==> config.mk <==
export PLATFORM = sky130hd
export DESIGN_NAME = apb_gpio_out_slave
export DESIGN_NICKNAME = d
export VERILOG_FILES = /design/src/rtl/apb_gpio_out_slave.sv
export SDC_FILE = /design/constraint.sdc
export NUM_CORES = 1
export LEC_CHECK = 0
export ABC_AREA = 1
export CELL_PAD_IN_SITES_DETAIL_PLACEMENT = 1
export CELL_PAD_IN_SITES_GLOBAL_PLACEMENT = 1
export CORE_UTILIZATION = 41
export DETAILED_ROUTE_END_ITERATION = 10
export GPL_TIMING_DRIVEN = 0
export PLACE_DENSITY_LB_ADDON = 0.1
export SYNTH_ARGS = -nofsm -noshare
export SYNTH_HDL_FRONTEND = slang
export SYNTH_SLANG_ARGS = --single-unit
==> constraint.sdc <==
create_clock -name PCLK -period 4.9 [get_ports PCLK]
set_clock_uncertainty 0.05 [all_clocks]
set_input_delay 0.98 -clock PCLK [delete_from_list [all_inputs] [get_ports PCLK]]
set_output_delay 0.98 -clock PCLK [all_outputs]
set_load 0.01 [all_outputs]
==> src/rtl/apb_gpio_out_slave.sv <==
// APB3 slave holding a GPIO output register with SET/CLR/TGL aliases, a write counter and
// programmable wait states. Define APB_GPIO_OUT_LOCK_EN to add the write-lock register at 0x14.
module apb_gpio_out_slave #(
    parameter int unsigned WIDTH       = 32,
    parameter int unsigned WAIT_STATES = 0,
    parameter logic [31:0] RESET_VALUE = '0,
    parameter int unsigned ADDR_WIDTH  = 8
) (
    input  logic                  PCLK,
    input  logic                  PRESETN,
    input  logic                  PSEL,
    input  logic                  PENABLE,
    input  logic                  PWRITE,
    input  logic [ADDR_WIDTH-1:0] PADDR,
    input  logic [31:0]           PWDATA,
    output logic [31:0]           PRDATA,
    output logic                  PREADY,
    output logic                  PSLVERR,
    output logic [WIDTH-1:0]      GP_OUT
);

    typedef enum logic [0:0] {StIdle, StAccess} state_e;

    localparam logic [3:0]       WaitInit = 4'(WAIT_STATES);
    localparam logic [WIDTH-1:0] GpReset  = RESET_VALUE[WIDTH-1:0];
`ifdef APB_GPIO_OUT_LOCK_EN
    localparam logic [31:0]      MaxAddr  = 32'h14;
    localparam logic [31:0]      LockKey  = 32'h4C4F_434B;
`else
    localparam logic [31:0]      MaxAddr  = 32'h10;
`endif

    state_e                  state_q, state_d;
    logic [3:0]              cnt_q, cnt_d;
    logic [ADDR_WIDTH-1:0]   addr_q, addr_d;
    logic                    write_q, write_d;
    logic [31:0]             wdata_q, wdata_d;
    logic [WIDTH-1:0]        gp_out_q, gp_out_d;
    logic [15:0]             wrcnt_q, wrcnt_d;
    logic                    lock_q, lock_d;

    logic [31:0]             addr_ext;
    logic [2:0]              reg_idx;
    logic                    acc_err;
    logic                    ready;
    logic                    complete;
    logic [31:0]             rd_value;
    logic [WIDTH-1:0]        wdata_w;
    logic                    unused_wdata;

    assign unused_wdata = ^wdata_q;
    assign wdata_w      = wdata_q[WIDTH-1:0];

    // Decode works entirely from the address/direction latched in the setup phase.
    always_comb begin
        addr_ext                   = '0;
        addr_ext[ADDR_WIDTH-1:0]   = addr_q;
        reg_idx                    = addr_ext[4:2];
        acc_err = (addr_ext[1:0] != 2'b00) || (addr_ext > MaxAddr) ||
                  (write_q && (reg_idx == 3'd4));
`ifdef APB_GPIO_OUT_LOCK_EN
        if (lock_q && write_q && (reg_idx <= 3'd3)) begin
            acc_err = 1'b1;
        end
`endif
        rd_value = '0;
        case (reg_idx)
            3'd0:    rd_value[WIDTH-1:0] = gp_out_q;
            3'd4:    rd_value[15:0]      = wrcnt_q;
            3'd5:    rd_value[0]         = lock_q;
            default: rd_value            = '0;
        endcase
    end

    assign ready   = (state_q == StAccess) && (cnt_q == 4'd0);
    assign PREADY  = ready;
    assign PSLVERR = ready && acc_err;
    assign PRDATA  = (ready && !write_q && !acc_err) ? rd_value : 32'd0;
    assign GP_OUT  = gp_out_q;

    always_comb begin
        state_d  = state_q;
        cnt_d    = cnt_q;
        addr_d   = addr_q;
        write_d  = write_q;
        wdata_d  = wdata_q;
        complete = 1'b0;
        case (state_q)
            StIdle: begin
                if (PSEL && !PENABLE) begin
                    state_d = StAccess;
                    cnt_d   = WaitInit;
                    addr_d  = PADDR;
                    write_d = PWRITE;
                    wdata_d = PWDATA;
                end
            end
            StAccess: begin
                // Dropping PSEL mid-transfer aborts it without committing anything.
                if (!PSEL) begin
                    state_d = StIdle;
                end else if (cnt_q != 4'd0) begin
                    cnt_d = cnt_q - 4'd1;
                end else if (PENABLE) begin
                    state_d  = StIdle;
                    complete = 1'b1;
                end
            end
            default: state_d = StIdle;
        endcase
    end

    always_comb begin
        gp_out_d = gp_out_q;
        wrcnt_d  = wrcnt_q;
        lock_d   = lock_q;
        if (complete && write_q && !acc_err) begin
            wrcnt_d = wrcnt_q + 16'd1;
            case (reg_idx)
                3'd0:    gp_out_d = wdata_w;
                3'd1:    gp_out_d = gp_out_q | wdata_w;
                3'd2:    gp_out_d = gp_out_q & ~wdata_w;
                3'd3:    gp_out_d = gp_out_q ^ wdata_w;
`ifdef APB_GPIO_OUT_LOCK_EN
                3'd5:    if (wdata_q == LockKey) lock_d = 1'b1;
`endif
                default: gp_out_d = gp_out_q;
            endcase
        end
`ifndef APB_GPIO_OUT_LOCK_EN
        lock_d = 1'b0;
`endif
    end

    always_ff @(posedge PCLK or negedge PRESETN) begin
        if (!PRESETN) begin
            state_q  <= StIdle;
            cnt_q    <= 4'd0;
            addr_q   <= '0;
            write_q  <= 1'b0;
            wdata_q  <= '0;
            gp_out_q <= GpReset;
            wrcnt_q  <= 16'd0;
            lock_q   <= 1'b0;
        end else begin
            state_q  <= state_d;
            cnt_q    <= cnt_d;
            addr_q   <= addr_d;
            write_q  <= write_d;
            wdata_q  <= wdata_d;
            gp_out_q <= gp_out_d;
            wrcnt_q  <= wrcnt_d;
            lock_q   <= lock_d;
        end
    end

endmodule
==> Word-level counts from Yosys, hierarchy flattened <==
Cells that the tools add are included.
{ "totals": {"inputBits": 45, "elab_cells": 61, "regBits": 94} }
{ "classes": {"bitwise": 5, "reduce_logical": 21, "magnitude_cmp": 1, "n_mux": 18, "eq_ne": 7, "n_addsub": 2} }
{ "op_table": {"columns": ["cell", "count"], "rows": [
  ["32-bit one-hot mux with 4 select lines", 1],
  ["32-bit AND", 1],
  ["32-bit 2-to-1 mux", 1],
  ["32-bit NOT", 1],
  ["32-bit bitwise OR", 1],
  ["32-bit XOR", 1],
  ["15-bit one-hot mux with 2 select lines", 1],
  ["16-bit by 1-bit adder with 16-bit output, second input constant", 1],
  ["16-bit 2-to-1 mux", 1],
  ["4-bit 2-to-1 mux", 3],
  ["8-bit by 5-bit > comparator with 1-bit output, second input constant", 1],
  ["1-bit logical AND", 8],
  ["1-bit 2-to-1 mux", 8],
  ["4-bit one-hot mux with 2 select lines", 1],
  ["4-bit nonzero test", 2],
  ["3-bit by 2-bit equality test with 1-bit output, second input constant", 2],
  ["4-bit logical NOT", 1],
  ["2-bit != test, second input constant", 2],
  ["1-bit one-hot mux with 2 select lines", 2],
  ["2-bit AND reduction", 2],
  ["4-bit by 1-bit subtractor with 4-bit output, second input constant", 1],
  ["3-bit by 1-bit equality test with 1-bit output, second input constant", 1],
  ["3-bit equality test, second input constant", 1],
  ["1-bit logical NOT", 3],
  ["6 further kinds", 7]
]} }

==> Longest topological paths before layout <==
{ "depth": {"word_depth": 7, "ltp_mapped": 10} }

==> Worst setup path before layout <==
OpenSTA, ideal clock, no wires.
{ "synth_path": {"path_kind": "register to output", "start": "register cnt_q[0]", "end": "output PRDATA[10]", "slack_ps": 2412, "t_arrival_ps": 1458, "n_path_buf": 1, "stages_incl_launch_ff": 10, "cell_sequence": "dfrtp_1 inv_1 ha_1 nand2_1 nor2_4 inv_1 nor2_1 nand2_1 buf_2 nor2_1"} }
{ "synth_via": {"elab_chain_cells": 5} }
{ "synth_rtl": {"columns": ["item", "line", "source"], "rows": [
  ["start, declared", "34", "logic [3:0] cnt_q, cnt_d;"],
  ["start signal, assigned", "147", "cnt_q <= cnt_d;"],
  ["4-bit logical NOT", "75", "assign ready = (state_q == StAccess) && (cnt_q == 4'd0);"],
  ["1-bit logical AND", "75", null],
  ["named net PREADY", "17", "output logic PREADY,"],
  ["1-bit logical AND (2 in series)", "78", "assign PRDATA = (ready && !write_q && !acc_err) ? rd_value : 32'd0;"],
  ["32-bit 2-to-1 mux", "78", null],
  ["end, declared", "16", "output logic [31:0] PRDATA,"]
]} }
The timed path passes the listed nets, and every way through them passes these cells.

==> Final worst setup path <==
{ "layout_path": {"start": "register cnt_q[0]", "end": "output PRDATA[1]"} }
{ "layout_via": {"elab_chain_cells": 5} }
{ "layout_rtl": {"columns": ["item", "line"], "rows": [
  ["4-bit logical NOT", "75"],
  ["1-bit logical AND", "75"],
  ["1-bit logical AND (2 in series)", "78"],
  ["32-bit 2-to-1 mux", "78"]
]} }
No other way between the ends.

==> out/qor.yml <==
clock_network:
  clk_latency_ns: 0.35
  clkSlewWorstSetupHoldPaths_ns: 0.07
  clkSinkCount: 94
  cts_resized: 0
  postCtsHoldBufs: 0
  cts_root_buffer: "clkbuf_16"
  htreeDepth: 3
  cts_buffer_depth: 2
  cts_tree: "yes"
  cts_buffers: 9
  postCtsSetupBuffers: 0
sta:
  rsz0062_at_grt: "false"
  setup-violations-final: 0
  slew-limit-headroom_pct: 55.49
  final_max_slew_viol_count: 0
  holdWs_ns: 0.4406
  hold_viol: 0
  period_minus_slack_ns: 3.804
  max_freq_ghz: 0.2629
  worstMarginPinSlew_ns: 0.6676
  min_period_over_period_pct: 77.64
power:
  switching_share_pct: 33.42
  power_density_nw_per_um2: 288.3
  p_seq_share_pct: 40.5
  switchingPower_uw: 765.5
  p_leak_uw: 0.003855
  peakVddDrop_uv: 209.0
  combPwrFrac_pct: 27.8
  p_int_uw: 1525
  clkPwrFrac_pct: 31.7
critical_path:
  crit_arrival_ns: 2.77
  path_buf_inv: 4
  required_ns: 3.87
  worst_r2r_endpoint: "GP_OUT[18]"
  cpMaxStageDelayCell: "clkdlybuf4s50_1"
  reg2reg_slack_ns: 2.87
  r2r-start: "cnt_q[0]"
  crit_fanout: 10
  r2r_cells: 9
  cpPeakStageDelay_ns: 0.57
  crit_path_start_kind: "flip-flop"
  path_delay_family: "buffers and inverters"
  crit_path_end_kind: "output port"
  worstPathCellList: "inv_1 -> ha_1 -> nand2_1 -> nor2_4 -> inv_1 -> nor2_1 -> nand2_1 -> buf_2 -> nor2_1 -> clkdlybuf4s50_1"
  path_class: "reg -> out"
global_route:
  grt_max_degree: 61
  grt-ovfl-total: 0
  grt_pass1_wl_mm: 32.03
  antenna_found_initial: 0
  grt_pass1_vias: 6188
  grt.total_usage_pct: 26.12
route:
  drt_wl_total_mm: 19.68
  drtIter0Drc: 272
  postRouteAntennaNets: 0
  via_per_inst: 4.994
  routedWlPerCell_um: 16.32
  first_pass_iters: 4
  drc: 0
  num_vias: 6023
final_layout:
  n_antenna_cell: 0
  layoutNonFillerInstCount: 1206
  fillers: 1888
  final_area_um2: 7944
  area_growth_pct: 26.37
  drive_gt1_share_pct: 5.186
  nNetsFinal: 1128
synth:
  ys_warn_count: 0
  netlist_area_um2: 6286
  synth_cell_types: 25
  synth_fp_nets: 1006
  ys_ff_latch: 94
  syn-instance-count: 895
  ys_seq_area_share_pct: 37.42
  synth_area_per_cell_um2: 7.023
status:
  status: "finished, final reports clean"
floorplan:
  ios: 111
  die_y_um: 125.8
  initial_core_util_pct: 42.61
  rows: 44
  core-area_um2: 14750
  die_area_um2: 15830
  die_w_um: 125.8
placement:
  place_area_um2: 7642
  gp_congestion: 0.8144
  dp_cells: 1190
  place_hpwl_mm: 14.51
  port_buffers: 110
hold_path:
  hold_class: "reg -> reg"
  hold_depth: 2
  hp-start: "cnt_q[1]"
  whs_endpoint: "cnt_q[1]"
job:
  maxCapViolCount: 0
[cell type report]
type	instances	area, um^2	area share (%)
multi-input combinational	625	3226	40.60
tap	184	230.2	2.898
clock inverter	5	58.81	0.7403
inverter	140	525.5	6.615
timing repair buffer	111	1126	14.18
buffer	36	182.7	2.300
clock buffer	11	242.7	3.056
sequential	94	2352	29.61
[worst min-delay path: cells and delay by family, from the launching register on]
family           cells  cell delay [ns]
flip-flops           1             0.34
AND/OR/NAND/NOR      1             0.05
AO/OA/AOI/OAI        1             0.06
[logic make-up (layout without fill, tap and decap cells)]
family / count (synthesis) / count (layout) / synth area share, %
AOI/OAI and AO/OA: 63 / 63 / 5.334
xor gates and xnor gates: 9 / 9 / 1.254
adders and majority gates: 66 / 66 / 13.14
buffers and inverters: 176 / 303 / 11.27
DFF: 94 / 94 / 37.42
muxes: 5 / 5 / 0.8956
and+or+nand+nor: 482 / 482 / 30.69
[per-layer routing]
| layer | part of all wire (%) | up-vias | track usage [%] |
|---|---|---|---|
| li1 | - | 2965 | - |
| met1 | 48 | 2950 | 34.22 |
| met2 | 48 | 89 | 45.23 |
| met3 | 2.9 | 19 | 4.715 |
| met4 | 1.2 | 0 | 5.174 |
| met5 | 0 | - | 0 |
[power groups by stage]
stage / registers (uW) / logic (uW) / clock network, uW
floorplan: 929 / 419 / 0
global placement: 937 / 605 / 0
detailed placement: 941 / 637 / 0
CTS: 928 / 644 / 734
global route: 937 / 730 / 764
finish: 928 / 636 / 726
[cell usage in the layout (no fill, tap or decap), drive strengths merged, types with 7 or more instances in the layout]
master	synthesis	final
a21oi	37	37
buf	27	29
clkbuf	9	20
clkdlybuf4s50	0	109
dfrtp	94	94
ha	66	66
inv	140	140
nand2	340	340
nand3	7	7
nand4	37	37
nor2	96	96
o21ai	11	11
o22ai	14	14
xor2	8	8
[sequential cells by signal, summed over array words and instances, names as in the netlist]
| signal | cells |
|---|---|
| GP_OUT | 32 |
| addr_q | 8 |
| cnt_q | 4 |
| state_q | 1 |
| wdata_q | 32 |
| wrcnt_q | 16 |
| write_q | 1 |
[worst max path at each step]
stage	start	end	slack (ns)	cells after the start
detailed placement	cnt_q[0]	PRDATA[1]	1.51	10
CTS	cnt_q[0]	PRDATA[1]	1.08	10
finish	cnt_q[0]	PRDATA[1]	1.10	10
floorplan	cnt_q[0]	PRDATA[10]	2.41	9
global route	addr_q[3]	PRDATA[21]	0.97	9
global placement	PRESETN	cnt_q[0]	-1.03	1
[per-stage QoR]
step	power [uW]	setup WS [ns]	utilization, %	setup TNS (ns)
after global routing	2431	0.9739	53.84	0
after CTS	2306	1.085	53.84	0
after detailed placement	1578	1.511	51.80	0
after global placement	1542	-1.027	51.63	-95.41
final	2290	1.096	53.84	0
after floorplan	1348	2.412	-	0
[cells in the mapped netlist]
| cell | number | area share (%) |
|---|---|---|
| nand2_1 | 340 | 20 |
| inv_1 | 138 | 8.2 |
| dfrtp_1 | 94 | 37 |
| nor2_1 | 94 | 5.6 |
| ha_1 | 66 | 13 |
| a21oi_1 | 37 | 2.9 |
| nand4_1 | 37 | 3.7 |
| buf_2 | 23 | 1.8 |
| o22ai_1 | 14 | 1.4 |
| clkbuf_1 | 9 | 0.54 |
| o21ai_0 | 9 | 0.72 |
| xor2_1 | 8 | 1.1 |
| nand3_1 | 7 | 0.56 |
| mux2_2 | 5 | 0.90 |
| buf_6 | 2 | 0.36 |
| inv_2 | 2 | 0.12 |
| o21ai_1 | 2 | 0.16 |
| and3_1 | 1 | 0.10 |
| buf_1 | 1 | 0.060 |
| buf_4 | 1 | 0.12 |
| nor2_2 | 1 | 0.10 |
| nor2_4 | 1 | 0.18 |
| nor3_2 | 1 | 0.16 |
| o21a_1 | 1 | 0.12 |
| xnor2_1 | 1 | 0.14 |
(Power assumes the default switching activity.)
